--- src/rtl/sm_debug_dump.sv ---
// Execution monitor and register-file dumper for sm_top's debug side.
// Counts EBREAKs, tracks the longest pc dwell, halts on WFI and streams a pc/err/regfile frame.
module sm_debug_dump #(
   parameter int unsigned REG_COUNT = 32,
   parameter int unsigned ADDR_W    = 5,
   parameter int unsigned CNT_W     = 32
) (
   input  logic              clk,
   input  logic              rst,
   input  logic [31:0]       pc,
   input  logic [31:0]       instr,
   output logic [ADDR_W-1:0] regAddr,
   input  logic [31:0]       regData,
   input  logic              start,
   output logic              out_valid,
   output logic [31:0]       out_data,
   output logic              out_last,
   input  logic              out_ready,
   output logic              cpu_halt,
   output logic [15:0]       err_count,
   output logic [CNT_W-1:0]  stall_max,
   output logic              busy
);

   localparam logic [31:0] EBREAK = 32'h00100073;
   localparam logic [31:0] WFI    = 32'h10500073;
   localparam logic [ADDR_W-1:0] LAST_IDX = ADDR_W'(REG_COUNT - 1);

   typedef enum logic [2:0] {IDLE, HDR_PC, HDR_ERR, ADDR, DATA} state_t;

   state_t            state;
   logic [31:0]       pcPrev;
   logic [31:0]       snapPc;
   logic [15:0]       snapErr;
   logic              firstEvt;
   logic [CNT_W-1:0]  dwell;
   logic [ADDR_W-1:0] idx;
   logic              evt;
   logic              isEbreak;
   logic              isWfi;
   logic              trig;

   always_comb begin
      evt      = firstEvt || (pc != pcPrev);
      isEbreak = evt && (instr == EBREAK);
      isWfi    = evt && (instr == WFI);
      trig     = (state == IDLE) && (start || isWfi);
   end

   always_ff @(posedge clk or posedge rst) begin
      if (rst) begin
         state     <= IDLE;
         pcPrev    <= '0;
         snapPc    <= '0;
         snapErr   <= '0;
         firstEvt  <= 1'b1;
         dwell     <= '0;
         idx       <= '0;
         regAddr   <= '0;
         out_valid <= 1'b0;
         out_data  <= '0;
         out_last  <= 1'b0;
         cpu_halt  <= 1'b0;
         err_count <= '0;
         stall_max <= '0;
         busy      <= 1'b0;
      end else begin
         firstEvt <= 1'b0;
         pcPrev   <= pc;

         if (evt)
            dwell <= CNT_W'(1);
         else if (dwell != '1)
            dwell <= dwell + CNT_W'(1);
         if (dwell > stall_max)
            stall_max <= dwell;

         if (isEbreak && (err_count != 16'hFFFF))
            err_count <= err_count + 16'd1;
         if (isWfi)
            cpu_halt <= 1'b1;

         case (state)
            IDLE: begin
               // snapshot err_count before any same-cycle EBREAK increment lands
               if (trig) begin
                  state   <= HDR_PC;
                  snapPc  <= pc;
                  snapErr <= err_count;
                  idx     <= '0;
               end
            end
            HDR_PC: begin
               if (!out_valid) begin
                  out_valid <= 1'b1;
                  out_data  <= snapPc;
                  busy      <= 1'b1;
               end else if (out_ready) begin
                  out_data <= {16'b0, snapErr};
                  state    <= HDR_ERR;
               end
            end
            HDR_ERR: begin
               if (out_ready) begin
                  out_valid <= 1'b0;
                  regAddr   <= idx;
                  state     <= ADDR;
               end
            end
            ADDR: begin
               out_data  <= regData;
               out_valid <= 1'b1;
               out_last  <= (idx == LAST_IDX);
               state     <= DATA;
            end
            DATA: begin
               if (out_ready) begin
                  out_valid <= 1'b0;
                  out_last  <= 1'b0;
                  if (idx == LAST_IDX) begin
                     state <= IDLE;
                     busy  <= 1'b0;
                  end else begin
                     idx     <= idx + ADDR_W'(1);
                     regAddr <= idx + ADDR_W'(1);
                     state   <= ADDR;
                  end
               end
            end
            default: state <= IDLE;
         endcase
      end
   end

endmodule
--- config.mk ---
export PLATFORM = sky130hd
export DESIGN_NAME = sm_debug_dump
export DESIGN_NICKNAME = d
export VERILOG_FILES = /design/src/rtl/sm_debug_dump.sv
export SDC_FILE = /design/constraint.sdc
export NUM_CORES = 1
export LEC_CHECK = 0
export ABC_CLOCK_PERIOD_IN_PS = 5910
export BUFFER_PORTS_ARGS = -buffer_cell sky130_fd_sc_hd__buf_2
export CAP_MARGIN = 30
export CORE_AREA = 2 2 168 252
export DETAILED_ROUTE_END_ITERATION = 10
export DIE_AREA = 0 0 170 254
export SLEW_MARGIN = 25
export SYNTH_ARGS = -nofsm -noshare
export SYNTH_HDL_FRONTEND = slang
export SYNTH_SLANG_ARGS = --single-unit
--- constraint.sdc ---
create_clock -name clk -period 5.91 [get_ports clk]
set_input_delay 0.2955 -clock clk [delete_from_list [all_inputs] [get_ports clk]]
set_output_delay 0.2955 -clock clk [all_outputs]
set_load 0.1 [all_outputs]
==> results.yml, run 1 <==
detailed_routing:
  ant_nets: 0
  vias: 7473
  vias_per_cell: 4.52
  routedWlPerCell_um: 16.3
  drc_errors: 0
  drt_wl_total_mm: 27.0
  dr.pass1.iters: 4
  drt_iter0_markers: 297
cells_and_area:
  area_growth_pct: 25.6
  drive_gt1_share_pct: 28.0
  multiInputGateArea_um2: 4590
  fillers: 4211
  fin_nets: 1268
  seqCellArea_um2: 5260
  diodes: 0
  fin_area_um2: 12800
  final_cells: 1655
  post-route-util_pct: 31.1
grt:
  overflow: 0
  antenna_found_initial: 4
  grt_usage_pct: 12.5
  grt_pass1_vias: 7687
  grt_max_degree: 69
  grt_pass1_wl_mm: 42.6
critical_path:
  rrSetupSlack_ns: 2.48
  crit_path_end_kind: "flop"
  startpoint_type: "input port"
  reg2regPathDepth: 6
  cp_slowest_cell: "nand3_2"
  crit_arrival_ns: 3.92
  worst-setup-path-type: "in -> reg"
  r2r_end: "err_count[1]$_DFFE_PP0P_"
  cp.required_ns: 6.33
  path_max_fanout: 33
  slowest_delay_ns: 0.83
  path_cells: "dlygate4sd3_1 > buf_2 > xnor2_1 > nand4_1 > nor4_1 > nand3_2 > o2111a_1 > mux2_2"
  reg2reg_from: "pcPrev[29]$_DFF_PP0_"
clock_network:
  clockBufferDepth: 3
  clock-sinks: 210
  path_clk_slew_ns: 0.06
  cts_root_buf: "clkbuf_16"
  htree_levels: 1
  cts_setup_buffers: 0
  cts_tree: "done"
  cts_buffers: 23
  clock_latency_ns: 0.53
logic_synthesis:
  postSynth.asyncResetShare_pct: 100
  synth_area_leader_cell: "dfrtp_1"
  ys_warn_count: 0
  ys_top_cells_by_count: "dfrtp_1, nand2_1, nor2_1"
  ys_seq_elements: 210
  yosysMostFrequentCell: "dfrtp_1"
  syn_inst: 909
  syn_area_per_cell_um2: 11.2
  netlist.area_leader.share_pct: 51.5
  yosysSeqAreaShare_pct: 51.8
  syn-cell-area_um2: 10100
  synth_top_cells_by_area: "dfrtp_1, mux2_4, xnor2_1"
  synthDistinctLibCells: 50
  synth-edff-count: 0
  ys.flop_type: "dfrtp_1"
  syn-num-nets: 1046
placement:
  numPlacedInstances: 1581
  place_congestion: 0.795
  hpwl_mm: 19.6
  io_buffers: 188
  post-place-ws_ns: 2.28
  place_area_um2: 11700
sta:
  rsz0062_at_grt: "no"
  timing.final.ws_setup_ns: 2.41
  skew_ns: 0.0182
  fin_crit_sh_pct: 59.2
  finalMaxSlewViolations: 0
  min_period_ns: 3.50
  tightest_slew_ns: 0.845
  finalHoldViolCount: 0
  fmax_mhz: 286
  timing.hold.ws_ns: 0.0500
  relSlewSlack_pct: 43.6
  setup_violations: 0
  setup_tns_ns: 0
status:
  run_status: "finished, final reports clean"
floorplanning:
  row_count: 91
  die_y_um: 254
  initial_utilization_pct: 24.8
  io_pins: 189
  fp.dieArea_um2: 43200
  fp.dieW_um: 170
  coreArea_um2: 41000
power_and_ir_drop:
  finalPower_mw: 4.90
  p_per_area_nw_per_um2: 384
  peakVddDrop_uv: 330
  p_leak_nw: 5.94
worst_hold_path:
  hold_end: "out_data[4]$_DFFE_PP0P_"
  hold_class: "in -> reg"
  worstHoldStart: "regData[4]"
  min_path_cells: 3
job:
  max-cap-violations: 0
[what timing repair did]
item | CTS | global route
endpoints found under the hold margin | 66 | 0
gates resized for setup | 0 | 0
hold buffers | 33 | 0
[registers in the layout (all words and copies together), names as in the netlist]
register,cells
snapErr,16
idx,5
snapPc,32
dwell,32
state,3
busy,1
regAddr,5
stall_max,32
pcPrev,32
out_data,32
err_count,16
out_valid,1
cpu_halt,1
firstEvt,1
out_last,1
[layout by cell type, fill, tap and decap left out, types with 37 or more instances in the layout]
| master | n |
|---|---|
| mux2_4 | 40 |
| nand2_1 | 72 |
| xnor2_1 | 56 |
| a21oi_1 | 50 |
| inv_1 | 40 |
| buf_2 | 188 |
| nor2_1 | 63 |
| dfrtp_1 | 208 |
| ha_1 | 37 |
| o21ai_0 | 56 |
[worst max path at each step]
stage | from | endpoint | slack [ns] | cells after the start
2_1_floorplan | stall_max[23]$_DFFE_PP0N_ | stall_max[0]$_DFFE_PP0N_ | 2.87 | 9
6_report | pc[29] | err_count[1]$_DFFE_PP0P_ | 2.41 | 8
4_1_cts | pc[5] | err_count[1]$_DFFE_PP0P_ | 2.36 | 8
3_5_place_dp | instr[17] | snapErr[5]$_DFFE_PP0P_ | 2.28 | 8
5_1_grt | pc[29] | err_count[1]$_DFFE_PP0P_ | 2.25 | 8
3_3_place_gp | instr[17] | snapErr[6]$_DFFE_PP0P_ | 2.29 | 8
[area by class of cell]
class                   instances  share of cell area (%)
inverters                      41                    1.24
clock buffers                  28                    4.82
well taps                     511                    5.01
flip-flops and latches        210                    41.2
multi-input cells             622                    36.0
clock inverters                10                   0.667
repair buffers                233                    11.0
[where the power goes]
part	total (mW)	internal (mW)	leakage, nW	switching (mW)
Sequential	1.82	1.67	2.75	0.153
Clock	1.37	0.782	0.353	0.593
Combinational	1.70	0.505	2.84	1.20
[per-layer routing]
layer / up-vias / share of wire [%] / track usage, %
li1: 3618 / - / -
met1: 3618 / 40 / 14.5
met2: 185 / 51 / 22.8
met3: 44 / 5.7 / 2.88
met4: 8 / 2.4 / 3.74
met5: - / 0.20 / 0
[critical path, delay by kind of cell]
| kind | cells | cell delay, ns |
|---|---|---|
| buffers and inverters | 2 | 0.70 |
| and+or+nand+nor | 3 | 1.76 |
| xor gates and xnor gates | 1 | 0.14 |
| muxes | 1 | 0.36 |
| AOI/OAI and AO/OA | 1 | 0.66 |
[cell families after synthesis]
logic type | synth area share [%]
adders and majority gates | 4.56
buffers and inverters | 3.22
AOI/OAI and AO/OA | 7.13
other | 0.0369
DFF | 51.8
xor gates and xnor gates | 6.56
and+or+nand+nor | 14.3
muxes | 12.4
Power figures use the tool's default switching activity.
==> run 2: changes to the inputs <==
Settings changed: ABC_CLOCK_PERIOD_IN_PS 5910 to 2970.
Clock period 5.91 ns to 2.97 ns, I/O delays scaled along.
==> run 2 against run 1 <==
Against the previous run:
- final cell count is 3.3% higher
- largest power group unchanged
- power rose by 110%
- largest cell class unchanged
- clock skew is 0.0086 ns lower
- flip-flop and latch count unchanged
- final area rose by 6.0%
- critical path depth did not move
- routed wire length increased by 1.0%
- count of clock-buffer cells in the layout up 2
- hold slack better by 0.14 ns
==> results.yml, run 2 (synthesized netlist as in run 1, its figures left out) <==
clock_network:
  cts_root_buf: "clkbuf_16"
  clock-sinks: 210
  clock_latency_ns: 0.51
  cts_resized: 0
  htree_levels: 1
  cts_buffers: 23
  clockBufferDepth: 3
  cts_tree: "done"
  path_clk_slew_ns: 0.07
sta:
  setup_tns_ns: 0
  min_period_ns: 2.70
  tightest_slew_ns: 0.609
  skew_ns: 0.00957
  fin_crit_sh_pct: 91.0
  fmax_mhz: 370
  rsz0062_at_grt: "no"
  relSlewSlack_pct: 59.4
  setup_violations: 0
  finalHoldViolCount: 0
  finalMaxSlewViolations: 0
critical_path:
  cp_slowest_cell: "nor4_1"
  path_max_fanout: 38
  worst-setup-path-type: "reg -> reg"
  cp.required_ns: 3.39
  cp_top_family: "simple AND/OR/NAND/NOR gates"
  startpoint_type: "flop"
  path_cells: "xnor2_1 > nand4_1 > nor4_1 > a311o_1 > a2111oi_4 > buf_12 > or2_2 > a31oi_1"
  cp_num_cells: 8
  rrSetupSlack_ns: 0.27
  crit_buf_inv: 1
  crit_arrival_ns: 3.12
  slowest_delay_ns: 0.57
  crit_path_end_kind: "flop"
  reg2regPathDepth: 8
cells_and_area:
  layout_common_cells: "dfrtp_1, buf_2, nand2_1"
  final_common_cell: "dfrtp_1"
  area_growth_pct: 33.2
  fin_nets: 1319
  fillers: 4106
  drive_gt1_share_pct: 28.4
grt:
  grt_pass1_vias: 7907
  grt_pass1_wl_mm: 42.6
  grt_usage_pct: 12.5
  overflow: 0
  antenna_found_initial: 2
  grt_max_degree: 47
detailed_routing:
  dr.pass1.iters: 4
  drt_wl_total_mm: 27.2
  drc_errors: 0
  ant_nets: 0
  routedWlPerCell_um: 15.9
  vias_per_cell: 4.47
  vias: 7640
  drt_iter0_markers: 274
status:
  run_status: "finished, final reports clean"
floorplanning:
  initial_utilization_pct: 24.8
  fp.dieArea_um2: 43200
  coreArea_um2: 41000
  row_count: 91
  fp.dieW_um: 170
  io_pins: 189
  die_y_um: 254
power_and_ir_drop:
  p_leak_nw: 6.28
  finalPower_mw: 10.5
  peakVddDrop_uv: 592
  p_per_area_nw_per_um2: 776
placement:
  place_congestion: 0.785
  io_buffers: 188
  hpwl_mm: 20.3
worst_hold_path:
  hold_class: "in -> async"
job:
  max-cap-violations: 0
## run 2: cell count changes in the layout (fill, tap and decap cells not counted), sizes merged, moves of 2 or more
| cell | change |
|---|---|
| bufinv | +6 |
| dlygate4sd3 | +34 |
| clkinvlp | +2 |
| clkinv | -6 |
| buf | +17 |
| clkbuf | +2 |
## run 2: stage by stage
stage                     setup WS, ns  util, %  cells  area, um2  hold WS [ns]
after floorplan                -0.0717        -    909      10200         0.180
after global placement           0.162     29.1   1599      11900         0.302
after detailed placement         0.124     29.2   1601      12000         0.187
after CTS                        0.208     33.0   1709      13500         0.168
after global routing             0.121     33.0   1710      13500         0.210
final                            0.268     33.0   1710      13500         0.192
## run 2: final timing paths
kind                                                 end            startpoint
max in group asynchronous        out_data[5]$_DFFE_PP0P_                   rst
worst max-delay path                  idx[3]$_DFFE_PP0P_  pcPrev[29]$_DFF_PP0_
worst max register to register        idx[3]$_DFFE_PP0P_  pcPrev[29]$_DFF_PP0_
worst min register to register      cpu_halt$_DFFE_PP0P_  cpu_halt$_DFFE_PP0P_
min in group clk                    cpu_halt$_DFFE_PP0P_             instr[22]
worst min-delay path            out_data[16]$_DFFE_PP0P_                   rst
## run 2: where the power goes
group	internal (mW)	switching, mW	total (mW)
Clock	2.15	1.19	3.34
Combinational	1.12	2.40	3.52
Sequential	3.32	0.311	3.63
Total	6.59	3.90	10.5
## run 2: what timing repair did
item / 4_1_cts / 5_1_grt
endpoints found under the hold margin: 202 / 0
hold buffers: 67 / 0
buffers inserted: 0 / 0
endpoints found under the setup margin: 0 / 0
## run 2: layout make-up
| cell class | instances | area, um2 | area share [%] |
|---|---|---|---|
| Antenna cell | 1 | 2.50 | 0.0185 |
| Clock buffer | 30 | 652 | 4.82 |
| Clock inverter | 11 | 239 | 1.77 |
| Inverter | 41 | 158 | 1.17 |
| Multi-Input combinational cell | 622 | 4590 | 33.9 |
| Sequential cell | 210 | 5260 | 38.9 |
| Tap cell | 511 | 639 | 4.73 |
| Timing Repair Buffer | 284 | 1990 | 14.7 |
## run 2: worst register-to-register path, delay by kind of cell, from the launching register on
family / cells / cell delay [ns]
AO/OA/AOI/OAI: 3 / 0.68
buffers and inverters: 1 / 0.21
XOR/XNOR: 1 / 0.15
AND/OR/NAND/NOR: 3 / 1.21
flip-flops: 1 / 0.37
## run 2: routing by layer
layer	vias to the layer above	GRT usage, %	wire length, um	share of wire (%)
met3	42	2.51	1300	4.8
li1	3740	-	-	-
met4	2	3.44	626	2.3
met1	3660	14.4	11200	41
met2	196	23.3	14100	52
met5	-	0	13	0.048
